`src/rtl/flash_pkg.sv`:
```
// Shared definitions for the flash access arbiter: bus widths, op encoding,
// FSM state encoding and the latched command record.
package flash_pkg;
  localparam int FLASH_ADDR_W = 24;
  localparam int FLASH_DATA_W = 8;

  localparam logic OP_READ  = 1'b0;
  localparam logic OP_WRITE = 1'b1;

  localparam logic [1:0] ST_IDLE  = 2'd0;
  localparam logic [1:0] ST_ISSUE = 2'd1;
  localparam logic [1:0] ST_WAIT  = 2'd2;
  localparam logic [1:0] ST_RESP  = 2'd3;

  typedef struct packed {
    logic                    op;
    logic [FLASH_ADDR_W-1:0] addr;
    logic [FLASH_DATA_W-1:0] wdata;
    logic                    id;
  } cmd_t;
endpackage

```
`src/rtl/rr_arb2.sv`:
```
// Two-way round-robin pick: a lone requester wins, a tie goes to the side
// that was not served last.
module rr_arb2 (
  input  logic [1:0] req,
  input  logic       last_gnt,
  output logic       valid,
  output logic       id
);
  always_comb begin
    valid = |req;
    if (&req) id = ~last_gnt;
    else      id = req[1];
  end
endmodule

```
`src/rtl/flash_access_arbiter.sv`:
```
// Shares one byte-read/byte-write flash engine between two requesters with
// round-robin arbitration, trigger/done sequencing and a stall watchdog.
module flash_access_arbiter
  import flash_pkg::*;
#(
  parameter int TIMEOUT_CYC = 25_000_000
) (
  input  logic                    sclk,
  input  logic                    rst,
  input  logic                    r0_req,
  input  logic                    r0_we,
  input  logic [FLASH_ADDR_W-1:0] r0_addr,
  input  logic [FLASH_DATA_W-1:0] r0_wdata,
  output logic                    r0_ack,
  output logic                    r0_done,
  output logic [FLASH_DATA_W-1:0] r0_rdata,
  output logic                    r0_err,
  input  logic                    r1_req,
  input  logic                    r1_we,
  input  logic [FLASH_ADDR_W-1:0] r1_addr,
  input  logic [FLASH_DATA_W-1:0] r1_wdata,
  output logic                    r1_ack,
  output logic                    r1_done,
  output logic [FLASH_DATA_W-1:0] r1_rdata,
  output logic                    r1_err,
  output logic [FLASH_ADDR_W-1:0] flash_addr,
  output logic [FLASH_DATA_W-1:0] write_byte,
  output logic                    write_trigger,
  output logic                    read_trigger,
  input  logic                    write_done,
  input  logic                    read_done,
  input  logic [FLASH_DATA_W-1:0] read_byte,
  output logic [1:0]              fsm_state
);
  localparam int CNT_W = $clog2(TIMEOUT_CYC + 1);

  logic [1:0]       state;
  cmd_t             cmd;
  logic             last_gnt;
  logic [CNT_W-1:0] cnt;
  logic             err;
  logic             pick_valid;
  logic             pick_id;
  logic             grant;
  logic             match;
  logic             timeout;
  logic             resp;
  logic             issue;

  rr_arb2 u_arb (
    .req      ({r1_req, r0_req}),
    .last_gnt (last_gnt),
    .valid    (pick_valid),
    .id       (pick_id)
  );

  // Only the done pulse matching the latched op can end the wait.
  assign match   = (cmd.op == OP_WRITE) ? write_done : read_done;
  assign timeout = (cnt == CNT_W'(TIMEOUT_CYC - 1));

  always_ff @(posedge sclk) begin
    if (rst) begin
      state    <= ST_IDLE;
      cmd      <= '0;
      last_gnt <= 1'b1;
      cnt      <= '0;
      err      <= 1'b0;
      r0_rdata <= '0;
      r1_rdata <= '0;
    end else begin
      case (state)
        ST_IDLE: begin
          if (pick_valid) begin
            cmd.op    <= pick_id ? r1_we    : r0_we;
            cmd.addr  <= pick_id ? r1_addr  : r0_addr;
            cmd.wdata <= pick_id ? r1_wdata : r0_wdata;
            cmd.id    <= pick_id;
            state     <= ST_ISSUE;
          end
        end
        ST_ISSUE: begin
          cnt   <= '0;
          state <= ST_WAIT;
        end
        ST_WAIT: begin
          if (match) begin
            err   <= 1'b0;
            state <= ST_RESP;
            if (cmd.op == OP_READ) begin
              if (cmd.id) r1_rdata <= read_byte;
              else        r0_rdata <= read_byte;
            end
          end else if (timeout) begin
            err   <= 1'b1;
            state <= ST_RESP;
          end else if (cnt != '1) begin
            cnt <= cnt + 1'b1;
          end
        end
        ST_RESP: begin
          last_gnt <= cmd.id;
          state    <= ST_IDLE;
        end
        default: state <= ST_IDLE;
      endcase
    end
  end

  // Pulses are decoded from state and suppressed while reset is held.
  assign grant = (state == ST_IDLE) && pick_valid && !rst;
  assign issue = (state == ST_ISSUE) && !rst;
  assign resp  = (state == ST_RESP) && !rst;

  assign r0_ack        = grant && !pick_id;
  assign r1_ack        = grant && pick_id;
  assign write_trigger = issue && (cmd.op == OP_WRITE);
  assign read_trigger  = issue && (cmd.op == OP_READ);
  assign r0_done       = resp && !cmd.id;
  assign r1_done       = resp && cmd.id;
  assign r0_err        = r0_done && err;
  assign r1_err        = r1_done && err;
  assign flash_addr    = cmd.addr;
  assign write_byte    = cmd.wdata;
  assign fsm_state     = state;
endmodule

```
`config.mk`:
```
export PLATFORM = sky130hd
export DESIGN_NAME = flash_access_arbiter
export DESIGN_NICKNAME = d
export VERILOG_FILES = /design/src/rtl/flash_pkg.sv /design/src/rtl/rr_arb2.sv /design/src/rtl/flash_access_arbiter.sv
export SDC_FILE = /design/constraint.sdc
export NUM_CORES = 1
export LEC_CHECK = 0
export BUFFER_PORTS_ARGS = -buffer_cell sky130_fd_sc_hd__buf_2
export CAP_MARGIN = 5
export CORE_MARGIN = 3
export CORE_UTILIZATION = 55
export DETAILED_ROUTE_END_ITERATION = 10
export HOLD_SLACK_MARGIN = 0.03
export PLACE_DENSITY = 0.86
export SLEW_MARGIN = 20
export SYNTH_ARGS = -nofsm -noshare
export SYNTH_HDL_FRONTEND = slang
export SYNTH_HIERARCHICAL = 1
export SYNTH_SLANG_ARGS = --single-unit
```
`constraint.sdc`:
```
create_clock -name sclk -period 5.01 [get_ports sclk]
set_input_delay 0.2505 -clock sclk [delete_from_list [all_inputs] [get_ports sclk]]
set_output_delay 0.2505 -clock sclk [all_outputs]
set_load 0.005 [all_outputs]
```
==> flow_summary.toml, run 1 <==
[sta]
finalSetupTns_ns = 0
clock-skew-final_ns = 0.00725
tightestPinTransition_ns = 1.02
clock.fmax_ghz = 0.350
report.final.slew_viol_count = 0
hold_violations = 0
rsz0062_at_grt = "false"
final-setup-viol-count = 0
min_period_over_period = 0.570
slew_headroom = 0.319
fin_crit_ns = 2.86

[yosys]
synth_fp_nets = 569
synth_edf_count = 0
yosys.area.top_type_share = 0.374
synthTopCellsByCount = "dfxtp_1 (79), nor2_1 (55), mux2i_1 (45)"
post-synth-top-area-cell = "dfxtp_1"
yosysMostFrequentCell = "dfxtp_1"
ys_seq_elements = 79
synth_area_um2 = 4230
synthCells = 483
synth_area_leaders = "dfxtp_1 (37%), mux2i_1 (11%), buf_4 (6.4%), a211oi_1 (6.2%), nor2_1 (4.9%)"
yosysUniqueCellTypes = 57
synth_ff_type = "dfxtp_1"
yosysWarnings = 6
synth.avg_cell_area_um2 = 8.76
synthArstFlopShare = 0
ys_seq_area_frac = 0.374

[clock_network]
postCtsHoldBufs = 0
clk_pin_slew_ns = 0.08
htree_levels = 3
post-cts-setup-buffers = 0
clkLatencyLatePin_ns = 0.35
post_cts_resized = 0
cts_tree = "done"
numCtsBuffers = 9
root_buffer = "clkbuf_8"
clock_path_buffers = 2
clock-sinks = 79

[cells_and_area]
syn2layout_area_growth_pct = 16.7
fillerInstances = 572
drive_gt1_frac = 0.297
diodes = 0
final_cell_area_um2 = 4940
layout.nets = 657

[pwr]
p_per_area_nw_per_um2 = 421
ir_worst_vdd_mv = 0.285
p_leak_uw = 0.00213

[floorplan]
dieArea_um2 = 8780
pin_count = 138
floorplan.initialDensity = 0.574
num_rows = 31
die_w_um = 93.7
fp.coreArea_um2 = 7370
die_h_um = 93.7

[grt]
grt_usage = 0.247
grt_max_degree = 69
grt_pass1_wl_um = 17500
grt_pass1_vias = 3776
antenna_found_initial = 0
grt_overflow_total = 0

[routing]
firstDrtPassIters = 5
routed_wl_um = 10700
routedWlPerCell_um = 15.9
drtIter0Drc = 306
postRouteAntennaNets = 0
detail_route.vias_per_cell = 5.88
vias = 3967
remaining_drc_errors = 0

[setup_path]
cp-end-kind = "flip-flop"
path_class = "reg2reg"
crit_buf_inv = 0
start_kind = "flip-flop"
r2r_start = "cnt[0]"
r2r_end = "cnt[7]"
max_stage_delay_ns = 0.85
critical_path_required_ns = 5.25
path_cells = "ha_1 -> nand4_2 -> or4_1 -> o21ai_4 -> nor3_1 -> a221o_1"
crit_fanout = 46
path_delay_family = "compound AO/OA/AOI/OAI gates"
cp.arrival_ns = 3.09
cp_slowest_cell = "o21ai_4"
reg2regPathDepth = 6
r2r_slack_ns = 2.15

[placement]
portBuffers = 137
place_hpwl_um = 7580
placed_area_um2 = 4670
place_congestion = 0.924

[run_status]
status = "completed"

[hold_path]
hold_start = "read_byte[7]"
hold_path_end = "r1_rdata[7]"
holdPathStages = 3
hold_class = "in2reg"

[flow_run]
cap_violations = 0
[power breakdown]
part	leakage, uW	internal, uW	switching [uW]
Sequential	0.000646	749	80.9
Combinational	0.00137	270	418
Clock	0.000119	322	237
Total	0.00213	1340	736
[routing by layer]
layer	vias to the layer above	wire length, um	GRT usage	part of all wire
met4	0	240	0.0903	0.022
met2	171	5460	0.428	0.51
li1	1929	-	-	-
met5	-	0	0	0
met1	1840	4230	0.300	0.40
met3	27	781	0.0553	0.073
[metrics by stage]
step,cells,util,total power [uW],hold slack (ns),setup slack (ns)
2_1_floorplan,483,-,1410,0.386,2.77
3_3_place_gp,658,0.634,1490,0.439,2.23
3_5_place_dp,658,0.634,1520,0.443,2.15
4_1_cts,674,0.667,2080,0.138,2.14
5_1_grt,675,0.670,2200,0.138,1.94
6_report,675,0.670,2080,0.149,2.15
[worst max-delay path by stage]
stage	startpoint	endpoint	slack (ns)	depth (start not counted)
detailed placement	cnt[0]	cnt[9]	2.15	6
global placement	cnt[0]	cnt[6]	2.23	6
global route	cnt[0]	cnt[7]	1.94	6
finish	cnt[0]	cnt[7]	2.15	6
floorplan	cnt[0]	cnt[7]	2.77	7
CTS	cnt[0]	cnt[7]	2.14	6
[cell usage in the layout, fill, tap and decap left out, types with 2 or more instances in the layout]
cell / netlist / final
nand3_1: 21 / 21
clkbuf_8: 0 / 12
dfxtp_1: 79 / 79
nor3_1: 6 / 6
a211o_1: 5 / 5
o31ai_1: 4 / 4
o211ai_1: 8 / 8
and2_1: 4 / 3
nor4b_1: 4 / 4
nand4_1: 8 / 8
a31oi_1: 2 / 2
nor3_2: 2 / 2
or4_1: 12 / 12
or2_2: 2 / 2
o311ai_0: 2 / 2
o311a_1: 3 / 3
nor2_1: 55 / 55
buf_4: 36 / 2
o2111ai_1: 3 / 3
nand2_1: 37 / 37
mux2i_1: 45 / 45
and3_1: 13 / 13
nor2b_1: 3 / 3
o31a_1: 3 / 3
bufinv_16: 0 / 2
and4_1: 2 / 2
inv_1: 6 / 6
a211oi_1: 35 / 35
nand2b_1: 4 / 4
a21oi_1: 20 / 20
nor4_1: 4 / 4
ha_1: 6 / 6
buf_2: 3 / 137
[kinds of logic after synthesis]
family / count (synthesis) / share of synthesized area
simple gates: 185 / 0.228
fa+ha+maj: 6 / 0.0177
compound gates: 98 / 0.175
mux: 45 / 0.106
buf+inv: 70 / 0.0993
flops: 79 / 0.374
[sequential cells by signal, indices dropped and copies added (netlist names)]
name and cells:
last_gnt 1, cmd 2, fsm_state 2, write_byte 8
flash_addr 24, r0_rdata 8, r1_rdata 8, err 1
cnt 25
[worst reg2reg max path: cells and delay by family (launching register included)]
kind,cells,cell delay (ns)
compound gates,2,1.18
simple gates,3,0.92
flops,1,0.39
fa+ha+maj,1,0.26
[cell type report]
type                       count  area (um^2)  area share
inverter                       7         26.3     0.00532
tap                           99          124      0.0251
clock inverter                 4         76.3      0.0155
timing repair buffer         140          716       0.145
sequential                    79         1580       0.320
multi-input combinational    334         2250       0.455
clock buffer                  12          165      0.0335
(Power assumes the default switching activity.)
==> inputs of run 2 (changes only) <==
--- a/config.mk
+++ b/config.mk
@@ -5,13 +5,14 @@
 export SDC_FILE = /design/constraint.sdc
 export NUM_CORES = 1
 export LEC_CHECK = 0
+export ABC_AREA = 1
 export BUFFER_PORTS_ARGS = -buffer_cell sky130_fd_sc_hd__buf_2
 export CAP_MARGIN = 5
 export CORE_MARGIN = 3
-export CORE_UTILIZATION = 55
+export CORE_UTILIZATION = 52
 export DETAILED_ROUTE_END_ITERATION = 10
 export HOLD_SLACK_MARGIN = 0.03
-export PLACE_DENSITY = 0.86
+export PLACE_DENSITY = 0.81
 export SLEW_MARGIN = 20
 export SYNTH_ARGS = -nofsm -noshare
 export SYNTH_HDL_FRONTEND = slang
==> constraint.sdc (replaced) <==
create_clock -name sclk -period 3 [get_ports sclk]
set_input_delay 0.15 -clock sclk [delete_from_list [all_inputs] [get_ports sclk]]
set_output_delay 0.15 -clock sclk [all_outputs]
set_load 0.005 [all_outputs]
==> run 2 against run 1 <==
- via count increased by 15%
- register-to-register slack worse by 1.3 ns
- global-route usage decreased by 1.3 points
- die area increased by 12%
- clock skew increased by 0.0070 ns
- final cell count up 31%
- routed wire length increased by 5.8%
- sequential share of layout area decreased by 1.8 points
- total power is 79% higher
- clock power is 58% higher
- worst setup slack got worse by 1.4 ns
- non-clock buffer count increased by 6
==> flow_summary.toml, run 2 <==
[sta]
fin_crit_ns = 2.23
clock-skew-final_ns = 0.0143
timing.hold.ws_ns = 0.0272
clock.fmax_ghz = 0.449
finalSetupTns_ns = 0
min_period_over_period = 0.742
slew_headroom = 0.562
final-setup-viol-count = 0
hold_violations = 0
tightestPinTransition_ns = 0.656
setup_slack_ns = 0.773
rsz0062_at_grt = "false"
report.final.slew_viol_count = 0

[yosys]
synth_edf_count = 0
synthArstFlopShare = 0
post-synth-top-area-cell = "dfxtp_1"
ys_seq_area_frac = 0.351
synth_area_leaders = "dfxtp_1 (35%), nand2_1 (14%), nand3_1 (7.7%), nor2_1 (7.3%), inv_1 (5.8%)"
yosys.area.top_type_share = 0.351
yosysWarnings = 6
synthTopCellsByCount = "nand2_1 (172), nor2_1 (87), dfxtp_1 (79)"
yosysMostFrequentCell = "nand2_1"
synth_fp_nets = 768
ys_seq_elements = 79
synth_ff_type = "dfxtp_1"
synth.avg_cell_area_um2 = 6.60
synthCells = 682
yosysUniqueCellTypes = 33
synth_area_um2 = 4500

[clock_network]
htree_levels = 3
clock_path_buffers = 2
post-cts-setup-buffers = 0
clock-sinks = 79
post_cts_resized = 0
clkLatencyLatePin_ns = 0.36
root_buffer = "clkbuf_8"
cts_tree = "done"
clk_pin_slew_ns = 0.09
numCtsBuffers = 9
postCtsHoldBufs = 3

[hold_path]
hold_class = "in2reg"

[placement]
place_hpwl_um = 8370
portBuffers = 137
place_congestion = 0.870
dp_slack_ns = 0.854

[routing]
routed_wl_um = 11300
routedWlPerCell_um = 12.8
vias = 4560
drtIter0Drc = 260
postRouteAntennaNets = 0
remaining_drc_errors = 0
detail_route.vias_per_cell = 5.16
firstDrtPassIters = 7

[setup_path]
max_stage_delay_ns = 0.46
cp_slowest_cell = "clkinv_1"
critPathMostFrequentCell = "nand2_1"
endpoint = "r1_ack"
startpoint = "fsm_state[1]"
path_class = "reg2out"
r2r_start = "fsm_state[0]"
crit_fanout = 23
cp.arrival_ns = 2.08
start_kind = "flip-flop"
cp-end-kind = "output pin"
path_cells = "inv_1 -> ha_1 -> nand2_1 -> clkinv_1 -> nand2_1 -> nor2_1 -> buf_2"
reg2regPathDepth = 11
r2r_end = "cnt[21]"
critical_path_required_ns = 2.85
r2r_slack_ns = 0.83

[cells_and_area]
drive_gt1_frac = 0.231
diodes = 0
mostFrequentLayoutCell = "nand2_1"
fillerInstances = 731
largest_register = "cnt"
syn2layout_area_growth_pct = 16.2
largest_reg_flops = 25
final_cell_mix = "nand2_1 (172), buf_2 (137), nor2_1 (87), dfxtp_1 (79)"
layout.nets = 861

[grt]
grt_usage = 0.235
grt_pass1_wl_um = 19100
grt_max_degree = 46
grt_pass1_vias = 4216
antenna_found_initial = 0
grt_overflow_total = 0

[floorplan]
dieArea_um2 = 9810
die_h_um = 99.0
die_w_um = 99.0
pin_count = 138
num_rows = 33
fp.coreArea_um2 = 8300
floorplan.initialDensity = 0.542

[pwr]
p_leak_uw = 0.00256
ir_worst_vdd_mv = 0.510
p_per_area_nw_per_um2 = 710

[flow_run]
cap_violations = 0

[run_status]
status = "completed"
-- run 2: changes by cell type after synthesis, moves of 19 or more --
cell      change
nand3_1      +48
inv_1        +64
o211ai_1     +25
mux2i_1      -45
a211oi_1     -35
nand2_1     +135
nor2_1       +32
o21ai_0      +19
-- run 2: layer usage --
| layer | wire, um | share of wire | vias up | track usage |
|---|---|---|---|---|
| met5 | 0 | 0 | - | 0 |
| met4 | 227 | 0.020 | 0 | 0.0767 |
| met3 | 810 | 0.071 | 23 | 0.0594 |
| met2 | 5370 | 0.47 | 160 | 0.393 |
| met1 | 4930 | 0.43 | 2046 | 0.295 |
| li1 | - | - | 2331 | - |
-- run 2: area by class of cell --
cell class	count	area, um^2	area share
sequential	79	1580	0.303
timing repair buffer	146	761	0.146
clock inverter	6	92.6	0.0177
multi-input combinational	463	2250	0.431
inverter	76	285	0.0546
clock buffer	9	124	0.0237
tap	105	131	0.0251
-- run 2: how the worst min path moves through the flow --
stage / start / end / slack (ns) / cells after the start
final: read_byte[5] / r0_rdata[5] / 0.03 / 3
after CTS: read_byte[7] / r0_rdata[7] / 0.03 / 3
after detailed placement: read_byte[4] / r0_rdata[4] / 0.40 / 3
after global placement: read_byte[1] / r0_rdata[1] / 0.39 / 3
after global routing: read_byte[0] / r0_rdata[0] / 0.03 / 3
after floorplan: read_byte[0] / r0_rdata[0] / 0.28 / 2
-- run 2: cell families (layout without fill, tap and decap cells) --
group                    count (synthesis)  in the layout  share of synthesized area
AO/OA/AOI/OAI                           94             94                      0.126
XOR/XNOR                                 5              5                    0.00973
adder cells (fa/ha/maj)                  6              6                     0.0167
buffers and inverters                  140            237                      0.149
flip-flops                              79             79                      0.351
AND/OR/NAND/NOR                        358            358                      0.347
-- run 2: stage by stage --
step / utilization / total power (uW) / instance area (um^2) / std cells
finish: 0.630 / 3710 / 5230 / 884
global route: 0.630 / 3990 / 5230 / 884
CTS: 0.630 / 3730 / 5230 / 884
detailed placement: 0.600 / 2840 / 4980 / 866
global placement: 0.600 / 2790 / 4980 / 866
floorplan: - / 2630 / 4500 / 682
-- run 2: worst max-delay path: cells and delay by family (launching register included) --
family,cells,cell delay (ns)
AND/OR/NAND/NOR,3,0.40
buffers and inverters,3,0.71
adder cells (fa/ha/maj),1,0.21
flip-flops,1,0.42
-- run 2: power breakdown --
part | internal (uW) | total [uW] | switching, uW
Combinational | 513 | 1390 | 879
Clock | 470 | 883 | 413
Sequential | 1280 | 1440 | 158
Total | 2260 | 3710 | 1450
